### config.mk
export PLATFORM = sky130hd
export DESIGN_NAME = rob_complete_arb
export DESIGN_NICKNAME = d
export VERILOG_FILES = /design/src/rtl/rob_complete_arb.sv
export SDC_FILE = /design/constraint.sdc
export NUM_CORES = 1
export LEC_CHECK = 0
export CORE_MARGIN = 10
export CORE_UTILIZATION = 51
export DETAILED_ROUTE_END_ITERATION = 8
export GPL_ROUTABILITY_DRIVEN = 0
export PLACE_DENSITY_LB_ADDON = 0.15
export SLEW_MARGIN = 10
export SYNTH_ARGS = -nofsm -noshare
export SYNTH_HDL_FRONTEND = slang
export SYNTH_SLANG_ARGS = --single-unit
### constraint.sdc
create_clock -name clk -period 4.1 [get_ports clk]
set_input_delay 0.615 -clock clk [delete_from_list [all_inputs] [get_ports clk]]
set_output_delay 0.615 -clock clk [all_outputs]
set_load 0.03 [all_outputs]
### src/rtl/rob_complete_arb.sv
// Completion arbiter: per-unit one-entry holding slots, round-robin pick, registered ROB port.
// Optional CMPL_ARB_PERF_EN adds a saturating contention counter (conflict_cnt).
module rob_complete_arb #(
  parameter int unsigned NUM_REQ       = 3,
  parameter int unsigned ROB_IDX_BITS  = 4,
  parameter int unsigned PHYS_REG_BITS = 6,
  localparam int unsigned SrcW         = $clog2(NUM_REQ)
) (
  input  logic                              clk,
  input  logic                              rst,
  input  logic                              flush,
  input  logic [NUM_REQ-1:0]                req_valid,
  output logic [NUM_REQ-1:0]                req_ready,
  input  logic [NUM_REQ*ROB_IDX_BITS-1:0]   req_idx,
  input  logic [NUM_REQ*PHYS_REG_BITS-1:0]  req_phys_rd,
  input  logic [NUM_REQ*32-1:0]             req_result,
  output logic                              complete_en,
  output logic [ROB_IDX_BITS-1:0]           complete_idx,
  output logic [31:0]                       complete_result,
  output logic [PHYS_REG_BITS-1:0]          wake_phys_rd,
  output logic [SrcW-1:0]                   grant_src
`ifdef CMPL_ARB_PERF_EN
  ,
  output logic [15:0]                       conflict_cnt
`endif
);

  logic [NUM_REQ-1:0]       hold_valid_q;
  logic [ROB_IDX_BITS-1:0]  hold_idx_q    [NUM_REQ];
  logic [PHYS_REG_BITS-1:0] hold_phys_q   [NUM_REQ];
  logic [31:0]              hold_result_q [NUM_REQ];
  logic [SrcW-1:0]          rr_ptr_q;

  logic                     cmpl_en_q;
  logic [ROB_IDX_BITS-1:0]  cmpl_idx_q;
  logic [31:0]              cmpl_result_q;
  logic [PHYS_REG_BITS-1:0] wake_q;
  logic [SrcW-1:0]          src_q;

  logic [NUM_REQ-1:0]       grant;
  logic                     grant_any;
  logic [SrcW-1:0]          grant_sel;
  logic [SrcW-1:0]          scan;
  logic [SrcW-1:0]          rr_ptr_next;
  logic [NUM_REQ-1:0]       accept;

  // Round-robin scan over held slots only, starting at rr_ptr_q and wrapping.
  always_comb begin
    grant     = '0;
    grant_any = 1'b0;
    grant_sel = '0;
    scan      = rr_ptr_q;
    for (int unsigned k = 0; k < NUM_REQ; k++) begin
      if (!grant_any && hold_valid_q[scan]) begin
        grant_any = 1'b1;
        grant_sel = scan;
      end
      scan = (scan == SrcW'(NUM_REQ - 1)) ? '0 : scan + SrcW'(1);
    end
    if (grant_any) grant[grant_sel] = 1'b1;
  end

  assign rr_ptr_next = (grant_sel == SrcW'(NUM_REQ - 1)) ? '0 : grant_sel + SrcW'(1);

  // Granted slot drains this edge, so it can take a new entry back-to-back.
  assign req_ready = (rst || flush) ? '0 : (~hold_valid_q | grant);
  assign accept    = req_valid & req_ready;

  always_ff @(posedge clk) begin
    if (rst) begin
      hold_valid_q  <= '0;
      rr_ptr_q      <= '0;
      cmpl_en_q     <= 1'b0;
      cmpl_idx_q    <= '0;
      cmpl_result_q <= '0;
      wake_q        <= '0;
      src_q         <= '0;
    end else if (flush) begin
      hold_valid_q <= '0;
      cmpl_en_q    <= 1'b0;
    end else begin
      hold_valid_q <= accept | (hold_valid_q & ~grant);
      cmpl_en_q    <= grant_any;
      if (grant_any) begin
        cmpl_idx_q    <= hold_idx_q[grant_sel];
        cmpl_result_q <= hold_result_q[grant_sel];
        wake_q        <= hold_phys_q[grant_sel];
        src_q         <= grant_sel;
        rr_ptr_q      <= rr_ptr_next;
      end
    end
  end

  // Payload only; validity is tracked by hold_valid_q.
  always_ff @(posedge clk) begin
    for (int unsigned i = 0; i < NUM_REQ; i++) begin
      if (accept[i]) begin
        hold_idx_q[i]    <= req_idx[i*ROB_IDX_BITS +: ROB_IDX_BITS];
        hold_phys_q[i]   <= req_phys_rd[i*PHYS_REG_BITS +: PHYS_REG_BITS];
        hold_result_q[i] <= req_result[i*32 +: 32];
      end
    end
  end

  assign complete_en     = cmpl_en_q;
  assign complete_idx    = cmpl_idx_q;
  assign complete_result = cmpl_result_q;
  assign wake_phys_rd    = wake_q;
  assign grant_src       = src_q;

`ifdef CMPL_ARB_PERF_EN
  logic [15:0] conflict_q;

  // Counts grants made while another slot was left waiting; flush cycles do not count.
  always_ff @(posedge clk) begin
    if (rst) begin
      conflict_q <= '0;
    end else if (!flush && grant_any && (|(hold_valid_q & ~grant)) &&
                 (conflict_q != 16'hFFFF)) begin
      conflict_q <= conflict_q + 16'd1;
    end
  end

  assign conflict_cnt = conflict_q;
`endif

endmodule

Yosys cells after proc, flatten, opt, wreduce, memory -nomap -nowiden
Memories as Yosys holds them, arrays and structs flattened. A register that Yosys moved wholly into a read port is not among the register bits.
Cells that the tools add are included.
{"block": "op_classes", "muxes": 25, "addsub": 3, "n_bitwise": 7, "n_eq_ne": 3, "order_cmp": 5, "reduce_logical": 8}
{"op": "1-bit 2-to-1 mux", "n": 13}
{"op": "2-bit by 3-bit less-than comparator with 1-bit output, second input constant", "n": 4}
{"op": "2-bit 2-to-1 mux", "n": 6}
{"op": "2-bit by 1-bit adder with 2-bit output, second input constant", "n": 3}
{"op": "3-bit bitwise AND", "n": 2}
{"op": "1-bit binary-select mux with 2-bit select", "n": 3}
{"op": "2-bit equality test, second input constant", "n": 3}
{"op": "3-bit 2-to-1 mux", "n": 2}
{"op": "3-bit inverter", "n": 2}
{"op": "3-bit bitwise OR", "n": 2}
{"op": "1-bit logical AND", "n": 3}
{"op": "1-bit demux with 2-bit select", "n": 1}
{"op": "2-bit by 1-bit greater-or-equal comparator with 1-bit output, second input constant", "n": 1}
{"op": "1-bit logical NOT", "n": 2}
{"op": "2-bit AND reduction", "n": 1}
{"op": "2-bit OR reduction", "n": 1}
{"op": "1-bit logical OR", "n": 1}
{"op": "1-bit inverter", "n": 1}
{"block": "word_totals", "input_bits": 132, "mem_count": 3, "wordCells": 58, "regBits": 8, "ram_bits": 126, "output_inout_bits": 48}
{"name": "hold_result_q", "depth": 3, "width": 32, "rd": 1, "rd_clocked_by_memory_dff": 1, "wr": 3, "line_no": "31", "text": "logic [31:0] hold_result_q [NUM_REQ];"}
{"name": "hold_phys_q", "depth": 3, "width": 6, "rd": 1, "rd_clocked_by_memory_dff": 1, "wr": 3, "line_no": "30", "text": "logic [PHYS_REG_BITS-1:0] hold_phys_q [NUM_REQ];"}
{"name": "hold_idx_q", "depth": 3, "width": 4, "rd": 1, "rd_clocked_by_memory_dff": 1, "wr": 3, "line_no": "29", "text": "logic [ROB_IDX_BITS-1:0] hold_idx_q [NUM_REQ];"}

Logic depth before layout (Yosys ltp)
{"block": "logic_depth", "depth_word": 19, "ltp_mapped": 8, "mapped_depth_nobuf": 5}

Worst setup path before layout
Ideal clock, no wire load.
{"block": "synth_timing", "path_type": "input -> register", "from": "input port flush", "to": "memory hold_idx_q[2][0], enable pin", "setup_slack_ns": 1.006, "setup_ns": 0.403, "arrival_time_ns": 2.690, "required_time_ns": 3.697, "cell_stages": 4, "path_cell_list": "or2_2 clkbuf_1 a21oi_1 and2_1"}
{"item": "from (decl)", "line_no": "11", "text": "input logic flush,"}
{"item": "to (decl)", "line_no": "29"}

Worst setup path in the final report
{"block": "layout_timing", "from": "register rr_ptr_q[0]", "to": "output port req_ready[2]"}
{"block": "layout_via", "elab_chain_cells": 16, "word_cells_on_any_way": 30}
{"item": "from (decl)", "line_no": "32", "text": "logic [SrcW-1:0] rr_ptr_q;"}
{"item": "from (signal assigned)", "line_no": "89", "text": "rr_ptr_q <= rr_ptr_next;"}
{"item": "parallel branches: the longest is 13 deep, another holds 2-bit by 3-bit less-than comparator with 1-bit output"}
{"item": "3-bit 2-to-1 mux *", "line_no": "60", "text": "if (grant_any) grant[grant_sel] = 1'b1;"}
{"item": "3-bit bitwise OR *", "line_no": "66", "text": "assign req_ready = (rst || flush) ? '0 : (~hold_valid_q | grant);"}
{"item": "3-bit 2-to-1 mux *", "line_no": "66"}
{"item": "to (decl)", "line_no": "13", "text": "output logic [NUM_REQ-1:0] req_ready,"}
Every way passes the cells marked *. The select of a mux whose other input is x is not followed.

==> flow_metrics.env <==
export IMPL_reg2reg_slack_ns=1.57
export IMPL_totalWireLength_um=15900
export IMPL_first_element_of_the_critical_path="rr_ptr_q[0]"
export IMPL_post_cts_resize_count=0
export IMPL_finalCriticalPeriod_ns=3.20
export IMPL_fin_setup_tns_ns=0
export IMPL_pin_count_of_the_biggest_net_entering_global_routing=48
export IMPL_cts_hold_repair_buffers=0
export IMPL_diodes=0
export IMPL_drt_iter0_drc=503
export IMPL_final_period_utilization=0.779
export IMPL_rsz_0062_raised_after_global_routing="no"
export IMPL_cts_tree="done"
export IMPL_cpMaxStageDelayCell="sky130_fd_sc_hd__clkdlybuf4s50_1"
export IMPL_ys_types=30
export IMPL_path_class="reg2out"
export IMPL_post_cts_setup_buffers=0
export IMPL_mostFrequentLayoutCell="sky130_fd_sc_hd__clkdlybuf4s50_1"
export IMPL_drtPass1Iterations=6
export IMPL_vias_in_the_first_global_route=4317
export IMPL_synth_seq_area_share=0.775
export IMPL_numPlacedInstances=684
export IMPL_worst_rel_slew_slack=0.237
export IMPL_synthesis_yosys_warnings=0
export IMPL_design_final_nets=688
export IMPL_worstPathCellList="nand2b_4 > a21oi_1 > or2_2 > a21oi_1 > clkdlybuf4s50_1"
export IMPL_clock_skew_ns=0.00743
export IMPL_power_combinational_fraction=0.108
export IMPL_clock_tree_htree_level_count=4
export IMPL_post_route_worst_setup_slack_ns=0.905
export IMPL_worst_slew_pin_slew_ns=1.14
export IMPL_p_leak_uw=0.00294
export IMPL_cts_max_path_buffers=2
export IMPL_timing_critical_path_slowest_cell_delay_ns=0.75
export IMPL_holdWs_ns=0.496
export IMPL_most_common_layout_cells="sky130_fd_sc_hd__clkdlybuf4s50_1 (178), sky130_fd_sc_hd__edfxtp_1 (126), sky130_fd_sc_hd__dfxtp_1 (50), sky130_fd_sc_hd__nor2_1 (47), sky130_fd_sc_hd__a211oi_1 (43)"
export IMPL_global_route_wire_length_before_repair_um=24100
export IMPL_area_growth_syn_to_layout_pct=40.3
export IMPL_design_portCount=180
export IMPL_grt_remaining_overflow=0
export IMPL_synth_seq_cells=176
export IMPL_report_final_setup_viol=0
export IMPL_detailedPlace_worstSlack_ns=0.984
export IMPL_sw_frac_of_total=0.211
export IMPL_post_route_drc_count=0
export IMPL_hpwl_um=10800
export IMPL_clk_root_buffer_cell="sky130_fd_sc_hd__clkbuf_16"
export IMPL_syn_cell_area_um2=6180
export IMPL_power_share_clock=0.402
export IMPL_internal_power_uw=3270
export IMPL_power_per_cell_area_nw_per_um2=477
export IMPL_type_of_the_worst_min_delay_path="reg2reg"
export IMPL_grt_antenna_before_repair=0
export IMPL_crit_top_cell="sky130_fd_sc_hd__a21oi_1"
export IMPL_power_frac_seq=0.490
export IMPL_arrival_ns=2.58
export IMPL_maxSlewViolCount=0
export IMPL_synth_nets=513
export IMPL_postSynthCellCount=381
export IMPL_regToRegEndpoint="hold_result_q[2][12]"
export IMPL_timing_fmax_ghz=0.313
export IMPL_insertion_delay_ns=0.42
export IMPL_tritoncts_num_buffers=17
export IMPL_vias_per_cell=5.71
export IMPL_reg2reg_from="rr_ptr_q[0]"
export IMPL_critical_path_required_ns=3.48
export IMPL_crit_path_end="req_ready[2]"
export IMPL_worst_setup_path_start_kind="flip-flop"
export IMPL_chipWidth_um=130
export IMPL_syn_avg_cell_area_um2=16.2
export IMPL_status="complete, no violations"
export IMPL_die_height_um=130
export IMPL_cp_max_fo=6
export IMPL_grt_util_all_layers=0.192
export IMPL_core_area_um2=11900
export IMPL_ir_worst_vdd_uv=305
export IMPL_cell_count_final_fillers_out=716
export IMPL_row_count=40
export IMPL_ant_nets=0
export IMPL_worst_path_buf_inv=1
export IMPL_fraction_of_final_layout_cells_with_drive_strength_greater_than_1=0.0879
export IMPL_place_port_buffers=179
export IMPL_cpLargestDelayFamily="buffers and inverters"
export IMPL_finalHoldViolations=0
export IMPL_p_sw_uw=874
export IMPL_dieArea_um2=16900
export IMPL_max_cap_viol_count=0
export IMPL_num_vias=4091
export IMPL_cts_clock_pin_slew_for_the_worst_setup_and_hold_paths_ns=0.06
export IMPL_cp_num_cells=5
export IMPL_ff2ff_path_depth=6
export IMPL_start_util=0.519
export IMPL_endpoint_kind="output port"
export IMPL_avgRoutedWirePerCell_um=22.2
export IMPL_numClockSinks=176
routing by layer:
metal	up-vias	share of wire	track usage
met5	-	0	0
met4	0	0.017	0.0774
met3	17	0.093	0.0677
met2	216	0.50	0.311
met1	1962	0.39	0.230
li1	1896	-	-
power groups by stage:
stage | sequential (µW) | combinational (µW) | clock, µW
finish | 2030 | 449 | 1660
global route | 2030 | 483 | 1760
CTS | 2030 | 454 | 1690
detailed placement | 2060 | 452 | 0
global placement | 2060 | 445 | 0
floorplan | 2120 | 148 | 0
how the worst min path moves through the flow:
stage | to | start | slack [ns] | cells after the start
floorplan | rr_ptr_q[1] | rr_ptr_q[1] | 0.56 | 3
global placement | grant_src[1] | grant_src[1] | 0.47 | 2
detailed placement | complete_result[22] | complete_result[22] | 0.49 | 2
CTS | complete_result[22] | complete_result[22] | 0.50 | 2
global route | grant_src[0] | grant_src[0] | 0.52 | 2
finish | grant_src[0] | grant_src[0] | 0.50 | 2
cells by family after synthesis:
logic type / after synthesis / share of synthesized area
flip-flops: 176 / 0.775
AO/OA/AOI/OAI: 104 / 0.140
AND/OR/NAND/NOR: 67 / 0.0482
buffers and inverters: 34 / 0.0371
registers in the layout (all words and copies together) (netlist names):
register	cells
grant_src	2
complete_result	32
hold_valid_q	3
complete_en	1
hold_idx_q	12
hold_phys_q	18
hold_result_q	96
complete_idx	4
wake_phys_rd	6
rr_ptr_q	2
through the flow:
stage	instance area [µm²]	utilization	total power (µW)
finish	8670	0.728	4140
global route	8670	0.728	4280
CTS	8670	0.728	4170
detailed placement	8040	0.675	2520
global placement	8040	0.675	2510
floorplan	6180	-	2270
layout make-up:
class                      count  area [µm²]
sequential                   176        4780
fill                         803        3240
timing repair buffer         188        1880
multi-input combinational    171        1190
clock buffer                  29         562
tap                          147         184
clock inverter                 3        65.1
inverter                       2        7.51
worst min-delay path, delay by kind of cell, from the launching register on:
| kind | cells | cell delay (ns) |
|---|---|---|
| AOI/OAI and AO/OA | 1 | 0.06 |
| and+or+nand+nor | 1 | 0.06 |
| DFF | 1 | 0.33 |
Yosys cell counts (all sizes together):
master	number	area, µm²
buf	19	163
o22a	1	8.76
a211oi	43	323
nor2	48	188
o22ai	2	12.5
nor2b	2	20.0
nand2	9	33.8
and2	3	18.8
o221ai	1	15.0
a222oi	42	420
inv	2	7.51
a21oi	11	58.8
and3	1	6.26
edfxtp	126	3780
nand2b	1	13.8
a31oi	1	6.26
a21o	1	7.51
nand3	1	5.00
clkbuf	13	58.8
dfxtp	50	1000
o21ai	2	13.8
or2	2	12.5
Power figures use the tool's default switching activity.
